--- src/rtl/signed_mult9_kogge_stone_pkg.sv ---
// rtl/signed_mult9_kogge_stone_pkg.sv - shared widths and prefix-cell helper for the 9x9 signed multiplier
package signed_mult9_kogge_stone_pkg;

    localparam int MULT_W    = 9;
    localparam int PROD_W    = 2 * MULT_W;
    localparam int KS_LEVELS = 5;

    typedef struct packed {
        logic g;
        logic p;
    } gp_t;

    // Black cell: merges a higher (hi) group with the adjacent lower (lo) group.
    function automatic gp_t black_cell(input gp_t hi, input gp_t lo);
        gp_t r;
        r.g = hi.g | (hi.p & lo.g);
        r.p = hi.p & lo.p;
        return r;
    endfunction

endpackage

--- src/rtl/signed_mult9_kogge_stone_adder.sv ---
// rtl/signed_mult9_kogge_stone_adder.sv - 18-bit Kogge-Stone prefix adder, carry-out discarded
module kogge_stone_adder_18
    import signed_mult9_kogge_stone_pkg::*;
(
    input  logic [PROD_W-1:0] a,
    input  logic [PROD_W-1:0] b,
    output logic [PROD_W-1:0] sum
);

    gp_t lvl [0:KS_LEVELS][0:PROD_W-1];

    always_comb begin
        for (int i = 0; i < PROD_W; i++) begin
            lvl[0][i].g = a[i] & b[i];
            lvl[0][i].p = a[i] ^ b[i];
        end
        // Span doubles each level: 1, 2, 4, 8, 16.
        for (int l = 1; l <= KS_LEVELS; l++) begin
            for (int i = 0; i < PROD_W; i++) begin
                if (i >= (1 << (l - 1)))
                    lvl[l][i] = black_cell(lvl[l-1][i], lvl[l-1][i - (1 << (l - 1))]);
                else
                    lvl[l][i] = lvl[l-1][i];
            end
        end
        sum[0] = lvl[0][0].p;
        for (int i = 1; i < PROD_W; i++)
            sum[i] = lvl[0][i].p ^ lvl[KS_LEVELS][i-1].g;
    end

endmodule

--- src/rtl/signed_mult9_kogge_stone.sv ---
// rtl/signed_mult9_kogge_stone.sv - signed 9x9 Baugh-Wooley multiplier with carry-save reduction and Kogge-Stone final add
module signed_mult9_kogge_stone
    import signed_mult9_kogge_stone_pkg::*;
#(
    parameter int WIDTH = MULT_W
) (
    input  logic                 clk,
    input  logic                 rst_n,
    input  logic [WIDTH-1:0]     A,
    input  logic [WIDTH-1:0]     B,
    output logic [2*WIDTH-1:0]   S,
    output logic [2*WIDTH-1:0]   S_q
);

    localparam int PW = 2 * WIDTH;

    logic [PW-1:0] rows [0:WIDTH];
    logic [PW-1:0] cs_sum;
    logic [PW-1:0] cs_carry;

    // Partial products where exactly one operand bit is a sign bit are inverted;
    // the extra row adds the 2^WIDTH and 2^(2*WIDTH-1) correction constants.
    always_comb begin
        for (int i = 0; i < WIDTH; i++) begin
            rows[i] = '0;
            for (int j = 0; j < WIDTH; j++) begin
                if ((i == WIDTH - 1) != (j == WIDTH - 1))
                    rows[i][i + j] = ~(A[j] & B[i]);
                else
                    rows[i][i + j] = A[j] & B[i];
            end
        end
        rows[WIDTH]         = '0;
        rows[WIDTH][WIDTH]  = 1'b1;
        rows[WIDTH][PW-1]   = 1'b1;
    end

    // Carry-save array: each step folds one more row through a line of full adders.
    always_comb begin
        logic [PW-1:0] s_n;
        logic [PW-1:0] c_n;
        cs_sum   = rows[0];
        cs_carry = rows[1];
        for (int r = 2; r <= WIDTH; r++) begin
            s_n      = cs_sum ^ cs_carry ^ rows[r];
            c_n      = (cs_sum & cs_carry) | (cs_sum & rows[r]) | (cs_carry & rows[r]);
            cs_sum   = s_n;
            cs_carry = {c_n[PW-2:0], 1'b0};
        end
    end

    kogge_stone_adder_18 u_final_add (
        .a   (cs_sum),
        .b   (cs_carry),
        .sum (S)
    );

    always_ff @(posedge clk or negedge rst_n) begin
        if (!rst_n)
            S_q <= '0;
        else
            S_q <= S;
    end

endmodule

--- config.mk ---
export PLATFORM = sky130hd
export DESIGN_NAME = signed_mult9_kogge_stone
export DESIGN_NICKNAME = d
export VERILOG_FILES = /design/src/rtl/signed_mult9_kogge_stone_pkg.sv /design/src/rtl/signed_mult9_kogge_stone_adder.sv /design/src/rtl/signed_mult9_kogge_stone.sv
export SDC_FILE = /design/constraint.sdc
export NUM_CORES = 1
export LEC_CHECK = 0
export CAP_MARGIN = 20
export CELL_PAD_IN_SITES_DETAIL_PLACEMENT = 0
export CELL_PAD_IN_SITES_GLOBAL_PLACEMENT = 1
export CORE_UTILIZATION = 41
export DETAILED_ROUTE_END_ITERATION = 16
export PLACE_DENSITY_LB_ADDON = 0.1
export SLEW_MARGIN = 10
export SYNTH_ARGS = -nofsm -noshare
export SYNTH_HDL_FRONTEND = slang
export SYNTH_SLANG_ARGS = --single-unit
--- constraint.sdc ---
create_clock -name clk -period 12.35 [get_ports clk]
set_input_delay 3.0875 -clock clk [delete_from_list [all_inputs] [get_ports clk]]
set_output_delay 3.0875 -clock clk [all_outputs]
set_load 0.1 [all_outputs]
==> results.txt <==
The total via count in the routed design is 1916. The detailed router's first-iteration violation count is 27. The number of nets in the layout came out at 435.

The relative slew slack is 35.2%. The number of primary I/O pins came out at 56. The full die area came out at 0.00697 mm^2. Of the synthesized area, sequential elements account for 16.5%. The routed wire length per instance came out at 11.1 um. The critical path data arrival time is 9.06 ns. The synthesized netlist devotes 16.5% of its cell area to simple gates. The worst setup path is of the in2out kind. The die is 83.5 um wide. The share of synthesized cell area in full adder, half adder and majority cells came out at 52.7%.

The period utilization is 98.3%. The initial cell density of the core came out at 42.6%. The length of the first detailed-routing pass in iterations came out at 4. Clock-pin slew was measured on the worst setup and hold paths at 0.07 ns.

The largest registers in the layout are S_q: 18 flops. The post-synthesis compound-gate area fraction came out at 3.63%. The number of pins exceeding their max-slew limit in the final report was 0.

The detailed-route vias per instance came out at 4.67. The pin count of the biggest net entering global routing came out at 19. For this run, the number of standard cells in the final layout without fillers is 410.

The min-delay analysis places its worst path in the category in2async. Setup repair after global routing left no endpoint under its margin. More flip-flops sit in one register than any other, and that register is S_q.

In this run the worst path has a maximum fanout of 3. The flip-flop and latch count after synthesis is 18. The maximum buffer depth of the clock tree came out at 2.

The clock period minus worst slack is 12.14 ns. Buffers placed on the I/O ports in this run total 55. In the final layout, the share of cells above drive strength 1 is 9.61%.

The number of cells after detailed placement is 406. The cell sitting at the root of the clock tree is a sky130_fd_sc_hd__clkbuf_8. The final wirelength came out at 4540 um. STA classifies the critical path endpoint as an output pin.

Setup violations remaining at the end of the flow were counted as 0. The synthesized area per cell is 10.0 um^2. The post-synthesis cell type count came out at 24. The deepest level of the CTS H-tree came out at 1. Final hold analysis gives a worst-case slack of 3.29 ns.

Summing all non-filler instances in the final layout gives an area of 0.00358 mm^2. The die is 83.5 um tall. The number of antenna diodes came out at 0.

The gate count of the mapped netlist came out at 271. The number of clock sinks is 18. The area of the core is 0.00639 mm^2. The number of flip-flops under the largest register name is 18. In this run, CTS created clock tree buffers numbering 3.

Summing all placed instances gives a cell area of 0.00351 mm^2. The placer's final routability congestion estimate is 0.753. The flow ran to the end, and the final reports show no timing, DRC or antenna violations.

After synthesis, the largest family of logic cells by area is adder cells. In the global route stage, overall resource usage came out at 14.4%. At the worst endpoint, the required time is 9.26 ns. The final-report hold violation count came out at 0. The area added between synthesis and finish is 31.4%.

The post-detailed-route count of antenna-violating nets came out at 0. The DRC violation count after routing came out at 0. The number of warnings reported in the yosys synthesis log came out at 0. The post-synthesis net count came out at 372. The buffers inserted during post-CTS setup optimization came out at 0. The max-cap violation count is 0.

The wire length of the first global-routing pass is 8320 um. The post-synthesis mux area share is 0.368%. The filler cell count came out at 575. The transition at the pin with the smallest max-transition slack came out at 0.969 ns. TritonCTS built the clock tree. The end-of-flow core utilization is 56.0%. The share of the synthesized netlist area taken by xor and xnor gates is 1.93%. The critical path startpoint category is an input pin.

The number of global-route vias before repair is 1965. The fmax came out at 0.0824 GHz. The number of placement rows came out at 29. The half-perimeter wire length of the detailed placement result came out at 4220 um. The remaining global-route overflow came out at 0. The cell area after synthesis is 0.00272 mm^2. The number of antenna violations at the first check in global routing was 0.
[layout by cell type, fill, tap and decap left out, drive strengths merged]
cell type	netlist	final
clkbuf	7	4
xor2	2	2
a21oi	5	5
mux2i	1	1
fa	56	56
o21ai	2	2
and4b	1	1
o31ai	1	1
o21a	1	1
a21o	2	2
a211oi	1	1
nor3	2	2
inv	54	54
a221oi	1	1
nor2b	1	1
buf	0	21
dfrtp	18	18
ha	25	25
clkdlybuf4s50	0	40
nand2	46	46
nand3	1	1
dlygate4sd2	0	2
o21bai	1	1
and2	39	39
xnor2	4	4
dlymetal6s2s	0	2
[layout make-up]
type	instances	area [um^2]	share of cell area, %
multi-input combinational	192	2070	57.9
timing repair buffer	65	701	19.6
sequential	18	450	12.6
inverter	54	203	5.67
tap	77	96.3	2.69
clock buffer	4	55.1	1.54
[final timing paths]
kind	to	depth (start not counted)	slack, ns	startpoint
setup / recovery	S[17]	20	0.21	A[7]
hold / removal	S_q[11]$_DFF_PN0_	1	3.29	rst_n
max in group asynchronous	S_q[1]$_DFF_PN0_	1	8.57	rst_n
min in group clk	S_q[0]$_DFF_PN0_	3	3.35	B[0]
[repair_timing]
item	in CTS	in global routing
setup endpoints to repair	2	2
hold buffers	0	0
pin swaps	0	1
resized for setup	2	6
[cell families (layout without fill, tap and decap cells)]
kind of cell / count (synthesis) / count (layout)
and+or+nand+nor: 90 / 90
adders and majority gates: 81 / 81
buffers and inverters: 61 / 123
DFF: 18 / 18
AOI/OAI and AO/OA: 14 / 14
xor gates and xnor gates: 6 / 6
muxes: 1 / 1
[synth_stat cells (all sizes together)]
cell type	number	area share, %
nand2	46	6.3
a211oi	1	0.28
a21o	2	0.60
o31ai	1	0.46
nor3	2	0.37
xnor2	4	1.3
and4b	1	0.37
nand3	1	0.18
mux2i	1	0.37
o21bai	1	0.28
ha	25	11
a221oi	1	0.32
fa	56	41
o21ai	2	0.37
a21oi	5	1.1
o21a	1	0.28
inv	54	7.4
dfrtp	18	17
nor2b	1	0.23
clkbuf	7	0.97
xor2	2	0.64
and2	39	9.0
[critical path, stage by stage]
cell and delay [ns]:
sky130_fd_sc_hd__clkdlybuf4s50_1 0.52, sky130_fd_sc_hd__nand2_1 0.09, sky130_fd_sc_hd__fa_1 0.49, sky130_fd_sc_hd__fa_1 0.49, sky130_fd_sc_hd__inv_1 0.05, sky130_fd_sc_hd__fa_1 0.45, sky130_fd_sc_hd__fa_1 0.52, sky130_fd_sc_hd__fa_1 0.43
sky130_fd_sc_hd__fa_1 0.49, sky130_fd_sc_hd__inv_1 0.05, sky130_fd_sc_hd__fa_1 0.49, sky130_fd_sc_hd__inv_1 0.04, sky130_fd_sc_hd__ha_1 0.18, sky130_fd_sc_hd__ha_1 0.24, sky130_fd_sc_hd__fa_1 0.46, sky130_fd_sc_hd__a21o_2 0.22
sky130_fd_sc_hd__a21oi_4 0.20, sky130_fd_sc_hd__o31ai_2 0.12, sky130_fd_sc_hd__xnor2_2 0.21, sky130_fd_sc_hd__buf_12 0.21
[stage by stage]
stage	worst slack [ns]	setup TNS (ns)
final	0.207	0
after global routing	0.0167	0
after CTS	0.0663	0
after detailed placement	-0.0610	-0.0658
after global placement	0.0412	0
after floorplan	0.0523	0
[routing by layer]
metal | vias to the layer above | global-route usage [%] | routed length, um
met1 | 941 | 19.9 | 2100
li1 | 929 | - | -
met3 | 6 | 1.38 | 135
met4 | 0 | 4.31 | 77
met5 | - | 0 | 0
met2 | 40 | 24.1 | 2220
Power is left out: the tool's default activity adds up to more than one toggle a clock period on the data nets, which glitch-free logic cannot reach.
